<file path="config.mk">
export PLATFORM = sky130hd
export DESIGN_NAME = vending_machine_multi
export DESIGN_NICKNAME = d
export VERILOG_FILES = /design/src/rtl/vm_pkg.sv /design/src/rtl/vm_change_dispenser.sv /design/src/rtl/vending_machine_multi.sv
export SDC_FILE = /design/constraint.sdc
export NUM_CORES = 1
export LEC_CHECK = 0
export ABC_AREA = 1
export BUFFER_PORTS_ARGS = -buffer_cell sky130_fd_sc_hd__buf_2
export CORE_AREA = 4 4 77 79
export CTS_BUF_LIST = sky130_fd_sc_hd__clkbuf_16
export CTS_CLUSTER_SIZE = 24
export DETAILED_ROUTE_END_ITERATION = 7
export DIE_AREA = 0 0 81 83
export GPL_TIMING_DRIVEN = 0
export MAX_ROUTING_LAYER = met4
export PLACE_DENSITY = 0.77
export SLEW_MARGIN = 20
export SYNTH_ARGS = -nofsm -noshare
export SYNTH_HDL_FRONTEND = slang
export SYNTH_SLANG_ARGS = --single-unit
</file>
<file path="constraint.sdc">
create_clock -name clk -period 7.1 [get_ports clk]
set_input_delay 1.42 -clock clk [delete_from_list [all_inputs] [get_ports clk]]
set_output_delay 1.42 -clock clk [all_outputs]
set_load 0.02 [all_outputs]
</file>
<file path="src/rtl/vm_pkg.sv">
// vm_pkg: shared state encoding, coin defaults and price/coin helpers for the vending controller.
package vm_pkg;
  typedef enum logic [1:0] {IDLE, CREDIT, VEND, CHANGE} state_t;
  localparam int COIN_A_DEF = 5;
  localparam int COIN_B_DEF = 10;
  function automatic int price_at(input logic [127:0] prices, input int idx, input int w);
    logic [127:0] mask;
    mask = (128'd1 << w) - 128'd1;
    return int'((prices >> (idx * w)) & mask);
  endfunction
  // Largest coin not exceeding v; returns v itself when v is below the small coin.
  function automatic int coin_of(input int v, input int a, input int b);
    return v >= b ? b : v >= a ? a : v;
  endfunction
endpackage

</file>
<file path="src/rtl/vm_change_dispenser.sv">
// vm_change_dispenser: holds outstanding change and returns one coin per cycle.
module vm_change_dispenser
  import vm_pkg::*;
#(
  parameter int AMT_W    = 4,
  parameter int CREDIT_W = 6,
  parameter int COIN_A   = COIN_A_DEF,
  parameter int COIN_B   = COIN_B_DEF
) (
  input  logic                clk,
  input  logic                reset,
  input  logic                load,
  input  logic [CREDIT_W-1:0] load_val,
  output logic [AMT_W-1:0]    change,
  output logic [CREDIT_W-1:0] rem_next,
  output logic                done
);
  logic [CREDIT_W-1:0] rem, src, coin;
  always_comb begin
    src = load ? load_val : rem;
    coin = CREDIT_W'(coin_of(int'(src), COIN_A, COIN_B));
    rem_next = src - coin;
  end
  assign done = rem == '0;
  always_ff @(posedge clk or negedge reset) begin
    if (!reset) begin
      rem <= '0;
      change <= '0;
    end else begin
      rem <= rem_next;
      change <= AMT_W'(coin);
    end
  end
endmodule

</file>
<file path="src/rtl/vending_machine_multi.sv">
// vending_machine_multi: multi-item vending controller with saturating credit, stock and multi-cycle change.
module vending_machine_multi
  import vm_pkg::*;
#(
  parameter int NUM_ITEMS  = 4,
  parameter int AMT_W      = 4,
  parameter int CREDIT_W   = 6,
  parameter int COIN_A     = COIN_A_DEF,
  parameter int COIN_B     = COIN_B_DEF,
  parameter int MAX_CREDIT = 30,
  parameter logic [NUM_ITEMS*CREDIT_W-1:0] PRICES = {6'd15, 6'd20, 6'd10, 6'd25},
  parameter int STOCK_W    = 4,
  parameter int STOCK_INIT = 3,
  localparam int IW        = $clog2(NUM_ITEMS)
) (
  input  logic                 clk,
  input  logic                 reset,
  input  logic [AMT_W-1:0]     amt,
  input  logic                 sel_valid,
  input  logic [IW-1:0]        sel_id,
  input  logic                 cancel,
  output logic                 item,
  output logic [IW-1:0]        item_id,
  output logic [AMT_W-1:0]     change,
  output logic                 coin_reject,
  output logic                 err,
  output logic [CREDIT_W-1:0]  credit,
  output logic                 busy,
  output logic [NUM_ITEMS-1:0] sold_out
);
  state_t state, state_n;
  logic [CREDIT_W-1:0] credit_n, price, rem_next;
  logic [CREDIT_W:0] sum;
  logic [STOCK_W-1:0] stock [NUM_ITEMS];
  logic open, sel_ok, take_sel, sel_err, do_cancel, coin_ok, load, done;
  vm_change_dispenser #(
    .AMT_W(AMT_W), .CREDIT_W(CREDIT_W), .COIN_A(COIN_A), .COIN_B(COIN_B)
  ) u_disp (
    .clk(clk), .reset(reset), .load(load), .load_val(credit),
    .change(change), .rem_next(rem_next), .done(done)
  );
  // Selection and coin decisions use the registered credit; cancel overrides selection.
  always_comb begin
    open = state == IDLE || state == CREDIT;
    price = CREDIT_W'(price_at(128'(PRICES), int'(sel_id), CREDIT_W));
    sum = {1'b0, credit} + (CREDIT_W+1)'(amt);
    do_cancel = state == CREDIT && cancel;
    sel_ok = int'(sel_id) < NUM_ITEMS && stock[sel_id] != '0 && credit >= price;
    take_sel = open && sel_valid && !cancel && sel_ok;
    sel_err = open && sel_valid && !cancel && !sel_ok;
    coin_ok = open && !take_sel && !do_cancel && (amt == AMT_W'(COIN_A) || amt == AMT_W'(COIN_B))
              && sum <= (CREDIT_W+1)'(MAX_CREDIT);
    load = do_cancel || (state == VEND && credit != '0);
    state_n = state;
    credit_n = credit;
    if (do_cancel) begin
      state_n = CHANGE;
      credit_n = rem_next;
    end else if (take_sel) begin
      state_n = VEND;
      credit_n = credit - price;
    end else if (coin_ok) begin
      state_n = CREDIT;
      credit_n = sum[CREDIT_W-1:0];
    end else if (state == VEND) begin
      state_n = load ? CHANGE : IDLE;
      credit_n = rem_next;
    end else if (state == CHANGE) begin
      state_n = done ? IDLE : CHANGE;
      credit_n = rem_next;
    end
  end
  always_comb begin
    sold_out = '0;
    for (int i = 0; i < NUM_ITEMS; i++) sold_out[i] = stock[i] == '0;
  end
  assign busy = state == VEND || state == CHANGE;
  always_ff @(posedge clk or negedge reset) begin
    if (!reset) begin
      state <= IDLE;
      credit <= '0;
      item <= 1'b0;
      item_id <= '0;
      coin_reject <= 1'b0;
      err <= 1'b0;
      for (int i = 0; i < NUM_ITEMS; i++) stock[i] <= STOCK_W'(STOCK_INIT);
    end else begin
      state <= state_n;
      credit <= credit_n;
      item <= take_sel;
      item_id <= take_sel ? sel_id : item_id;
      coin_reject <= amt != '0 && !coin_ok;
      err <= sel_err;
      if (take_sel) stock[sel_id] <= stock[sel_id] - STOCK_W'(1);
    end
  end
endmodule

</file>
Word level (Yosys, flattened, before mapping)
Index checks and enable logic that the tools add are counted.
- add/sub/neg operators: 4
- $mul: 1
- divide/modulo/power cells: 0
- $lt $le $gt $ge: 6
- equality and inequality tests: 5
- shifts and indexed selects: 1
- mux-type cells: 21
- bitwise operators: 1
- reduce and logical (&&, ||, !) cells: 32
- operators by type and width (cell ; number):
    2-to-1 mux 6 bit ; 8
    >> shifter 22 x 5 -> 6 bit, first input constant ; 1
    bitwise mux 16 bit ; 1
    zero test 4 bit ; 4
    2-to-1 mux 2 bit ; 7
    logical AND 1 bit ; 13
    2-to-1 mux 4 bit ; 3
    subtractor 6 bit ; 2
    binary-select mux 4 bit (select 2 bit) ; 1
    demux 4 bit (select 2 bit) ; 1
    nonzero test 4 bit ; 2
    adder 6 x 4 -> 7 bit ; 1
    less-or-equal comparator 7 x 5 -> 1 bit, second input constant ; 1
    greater-or-equal comparator 6 x 3 -> 1 bit, second input constant ; 1
    greater-or-equal comparator 6 x 4 -> 1 bit, second input constant ; 1
    greater-or-equal comparator 6 bit ; 1
    zero test 6 bit ; 1
    nonzero test 6 bit ; 1
    zero test 1 bit ; 5
    nonzero test 5 bit ; 1
    equality test 2 bit, second input constant ; 2
    equality test 4 x 3 -> 1 bit, second input constant ; 1
    equality test 4 bit, second input constant ; 1
    logical OR 1 bit ; 4
    7 further kinds ; 7
- flip-flop bits (word level): 39
- latch bits: 0
- RAM bits: 0
- ROM bits: 0
- bits of input ports: 10
- output and inout bits: 20
- word-level logic and storage cells: 83
- memories kept: 0

Depth between registers and ports, before layout
- depth after elaboration: 15
- depth in mapped cells: 25

Modules after synthesis
A second synthesis with hierarchy kept.
- cells, all modules: 356
- area total of the unflattened synthesis: 2837.7 µm²
- by module, submodules not included (module ; times used ; cells each ; area an instance (µm²) ; seq. area each (µm²)):
    vending_machine_multi ; 1 ; 282 ; 2129.5 ; 735.7
    vm_change_dispenser ; 1 ; 74 ; 708.2 ; 250.2

Worst setup path after synthesis
Ideal clock, no wire load.
- path kind: input to register
- from: in sel_id[0]
- to: reg credit[5]
- arrival: 3.586 ns
- slack: 3.393 ns
- stages: 17
- path buffers: 0
- cells stage by stage: inv_1 ha_1 inv_1 ha_1 fa_1 o21ai_0 o21ai_0 nand2_1 nand2_1 inv_2 nand2_2 nand2_1 inv_1 nand3_1 inv_1 a21oi_1 a21oi_2
- longest elaborated chain between the ends: 15
- elaborated cells between the ends (all ways): 20
- RTL lines (element ; RTL line ; source):
    from (decl) ; vending_machine_multi.sv:20 ; input logic [IW-1:0] sel_id,
    branches (longest 15 deep; another with greater-or-equal comparator 6 bit) ; n/a ;
    to (signal assigned) ; vending_machine_multi.sv:89 ; credit <= credit_n;
    to (decl) ; vending_machine_multi.sv:27 ; output logic [CREDIT_W-1:0] credit,
Several ways; the timed one is not identified. The select of a mux whose other input is x is not followed.
A chain may end at the register's enable or synchronous reset.

Final worst setup path
- from: in sel_id[0]
- to: reg credit[4]
The elaborated chain is that of the path after synthesis.

==> results.sh <==
export IMPL_synth_top_cells_by_area="sky130_fd_sc_hd__dfrtp_1 27%, sky130_fd_sc_hd__nand2_1 10%, sky130_fd_sc_hd__ha_1 8.4%, sky130_fd_sc_hd__dfstp_2 7.4%, sky130_fd_sc_hd__inv_1 5.7%"
export IMPL_cts_hold_fix_buffers=0
export IMPL_grt_setup_unrepaired="false"
export IMPL_timing_final_setup_violations=0
export IMPL_worstSetupPathType="primary input to flop"
export IMPL_drt_first_pass_iters=4
export IMPL_final_setup_skew_ns=0.004532
export IMPL_detail_route_wl_per_cell_um=13.23
export IMPL_layout_worst_path_cycle_share=0.5759
export IMPL_synth_avg_cell_area_um2=8.131
export IMPL_die_area_mm2=0.006723
export IMPL_gp_congestion=0.8895
export IMPL_htree_num_levels=2
export IMPL_crit_arrival_ns=4.25
export IMPL_yosys_warnings=0
export IMPL_critPathLaunchType="primary input"
export IMPL_insertedDiodeCount=0
export IMPL_placementRows=27
export IMPL_grt_pass1_vias=2355
export IMPL_postCtsSetupRepairBufs=0
export IMPL_fin_crit_ns=4.089
export IMPL_io_buffer_count=29
export IMPL_slew_violations=0
export IMPL_area_of_combinational_cells_with_multiple_inputs_mm2=0.001628
export IMPL_setup_total_negative_slack_ns=0
export IMPL_die_h_um=83
export IMPL_routed_via_count=2381
export IMPL_final_seq_area_um2=985.9
export IMPL_most_used_flip_flop_cell_after_synthesis="sky130_fd_sc_hd__dfrtp_1"
export IMPL_layout_drive_gt1_share=0.2383
export IMPL_core_area_mm2=0.005338
export IMPL_groute_usage_overall=0.2014
export IMPL_post_synthesis_cell_type_count=45
export IMPL_power_leakage_nw=1.618
export IMPL_place_detailed_hpwl_mm=4.744
export IMPL_hold_viol_final=0
export IMPL_async_flop_share=1.000
export IMPL_grt_pass1_wl_mm=10.50
export IMPL_cts_resized_gates=0
export IMPL_post_drt_via_cell_ratio=5.199
export IMPL_synth_mux_area_frac=0
export IMPL_root_buffer_selected_by_cts="sky130_fd_sc_hd__clkbuf_16"
export IMPL_clock_tree_buffer_depth=2
export IMPL_tritoncts_num_buffers=5
export IMPL_yosys_register_bits=39
export IMPL_nNetsFinal=416
export IMPL_final_core_util=0.6020
export IMPL_hold_path_class="flop to flop"
export IMPL_ios=30
export IMPL_synthTopCellsByCount="76 x sky130_fd_sc_hd__nand2_1, 43 x sky130_fd_sc_hd__inv_1, 31 x sky130_fd_sc_hd__dfrtp_1"
export IMPL_syn2layout_area_growth_pct=13.23
export IMPL_grt_overflow_total=0
export IMPL_syn_area_mm2=0.002838
export IMPL_post_synth_top_area_fraction=0.2734
export IMPL_critical_path_peak_fanout=9
export IMPL_clock_sinks=39
export IMPL_drt_total_wl_mm=6.059
export IMPL_power_per_cell_area_mw_per_mm2=573.1
export IMPL_req_time_crit_path_ns=7.26
export IMPL_synthSimpleGateAreaFrac=0.3073
export IMPL_die_x_um=81
export IMPL_num_fill_cells=506
export IMPL_path_clk_slew_ns=0.06
export IMPL_grt_antenna_before_repair=0
export IMPL_drt_initial_drc_count=103
export IMPL_post_synth_inst_count=349
export IMPL_tritoncts="done"
export IMPL_maximum_capacitance_violations=0
export IMPL_ir_drop_mv=0.2146
export IMPL_synth_top_family_by_area="simple AND/OR/NAND/NOR gates"
export IMPL_slew_limit_headroom=0.4024
export IMPL_synth_edf_count=0
export IMPL_synth_nets=380
export IMPL_synthDominantAreaCellType="sky130_fd_sc_hd__dfrtp_1"
export IMPL_maxClockFrequency_ghz=0.2446
export IMPL_crit_path_end_kind="flop"
export IMPL_register_area_share_after_synthesis=0.3474
export IMPL_synth_compound_gate_area_share=0.1367
export IMPL_drtAntennaViolNets=0
export IMPL_worst_slew_pin_transition_ns=0.8963
export IMPL_grt_max_degree=40
export IMPL_clk_latency_ns=0.28
export IMPL_post_synth_adder_cell_area=0.09788
export IMPL_status="completed"
export IMPL_synth_most_common_cell="sky130_fd_sc_hd__nand2_1"
export IMPL_floorplan_initialDensity=0.5316
export IMPL_synth_xor_area_share=0.03042
export IMPL_detail_route_drc_violations=0
==> kinds of logic (layout without fill, tap and decap cells) <==
kind of cell / Yosys count / after routing
DFF: 39 / 39
adders and majority gates: 21 / 21
buffers and inverters: 52 / 89
xor gates and xnor gates: 9 / 9
AOI/OAI and AO/OA: 62 / 62
other: 1 / 1
and+or+nand+nor: 165 / 165
==> critical path: stages <==
cell and delay, ns:
sky130_fd_sc_hd__buf_2 0.18, sky130_fd_sc_hd__inv_1 0.18, sky130_fd_sc_hd__ha_1 0.32, sky130_fd_sc_hd__inv_1 0.04, sky130_fd_sc_hd__ha_1 0.19, sky130_fd_sc_hd__fa_1 0.40
sky130_fd_sc_hd__o21ai_0 0.30, sky130_fd_sc_hd__o21ai_0 0.12, sky130_fd_sc_hd__nand2_1 0.07, sky130_fd_sc_hd__nand2_1 0.07, sky130_fd_sc_hd__inv_2 0.06, sky130_fd_sc_hd__nand2_2 0.09
sky130_fd_sc_hd__nand2_1 0.08, sky130_fd_sc_hd__inv_1 0.04, sky130_fd_sc_hd__nand3_1 0.21, sky130_fd_sc_hd__inv_1 0.20, sky130_fd_sc_hd__nor2_1 0.19, sky130_fd_sc_hd__a21oi_2 0.08
==> report_power, final <==
group	internal, mW	leakage [nW]	switching, mW
clock network	0.127	0.0649	0.0839
logic	0.449	1.10	0.743
registers	0.348	0.454	0.0902
total	0.924	1.62	0.917
==> cell type report <==
class,instances,share of cell area
clock inverters,3,0.004673
clock buffers,5,0.03894
plain buffers,6,0.01597
inverters,46,0.05374
repair buffers,29,0.04517
flip-flops and latches,39,0.3069
well taps,72,0.02804
multi-input cells,258,0.5066
==> final timing paths <==
| kind | from | endpoint | slack (ns) | cells after the start |
|---|---|---|---|---|
| max | sel_id[0] | credit[4] | 3.01 | 18 |
| min | stock[8] | stock[8] | 0.48 | 2 |
| max reg2reg | credit[1] | credit[2] | 3.93 | 20 |
| min reg2reg | stock[8] | stock[8] | 0.48 | 2 |
| max in group asynchronous | reset | u_disp.rem[5] | 5.27 | 1 |
| min in group asynchronous | reset | stock[15] | 1.26 | 1 |
==> metal layers <==
layer,track usage,share of wire,vias up
met1,0.2529,0.45,1085
met3,0.03037,0.046,14
li1,-,-,1217
met2,0.3361,0.48,65
met5,-,0,-
met4,0.05223,0.017,0
==> cell usage in the layout, fill, tap and decap left out, types with 2 or more instances in the layout <==
cell type	count
sky130_fd_sc_hd__a21oi_1	14
sky130_fd_sc_hd__a21oi_2	3
sky130_fd_sc_hd__a22oi_1	3
sky130_fd_sc_hd__a31oi_1	2
sky130_fd_sc_hd__buf_2	30
sky130_fd_sc_hd__clkbuf_1	2
sky130_fd_sc_hd__clkbuf_16	5
sky130_fd_sc_hd__clkinv_1	2
sky130_fd_sc_hd__dfrtp_1	31
sky130_fd_sc_hd__dfstp_2	8
sky130_fd_sc_hd__fa_1	2
sky130_fd_sc_hd__ha_1	19
sky130_fd_sc_hd__inv_1	43
sky130_fd_sc_hd__inv_2	3
sky130_fd_sc_hd__nand2_1	76
sky130_fd_sc_hd__nand2_2	9
sky130_fd_sc_hd__nand2_4	8
sky130_fd_sc_hd__nand3_1	21
sky130_fd_sc_hd__nand3_2	4
sky130_fd_sc_hd__nand4_1	2
sky130_fd_sc_hd__nor2_1	22
sky130_fd_sc_hd__nor2_2	4
sky130_fd_sc_hd__nor2_4	4
sky130_fd_sc_hd__nor3_1	4
sky130_fd_sc_hd__nor4_1	5
sky130_fd_sc_hd__o211ai_1	3
sky130_fd_sc_hd__o21ai_0	26
sky130_fd_sc_hd__o21ai_1	3
sky130_fd_sc_hd__o21ai_2	2
sky130_fd_sc_hd__o21ai_4	2
sky130_fd_sc_hd__xnor2_1	3
sky130_fd_sc_hd__xor2_1	5
==> registers in the layout, indices dropped and copies added (netlist names) <==
register       cells
err                1
u_disp.change      4
state              2
item_id            2
u_disp.rem         6
stock             16
credit             6
coin_reject        1
item               1
==> metrics by stage <==
stage / hold slack [ns] / worst slack, ns / total power [mW] / instance area, um^2 / cells
after floorplan: 0.4533 / 3.393 / 1.372 / 2838 / 349
after global placement: 0.4668 / 2.748 / 1.607 / 3073 / 450
after detailed placement: 0.4697 / 2.740 / 1.636 / 3073 / 450
after CTS: 0.4804 / 3.023 / 1.856 / 3213 / 458
after global routing: 0.4977 / 2.696 / 2.022 / 3213 / 458
final: 0.4780 / 3.011 / 1.842 / 3213 / 458
(Power assumes the default switching activity.)
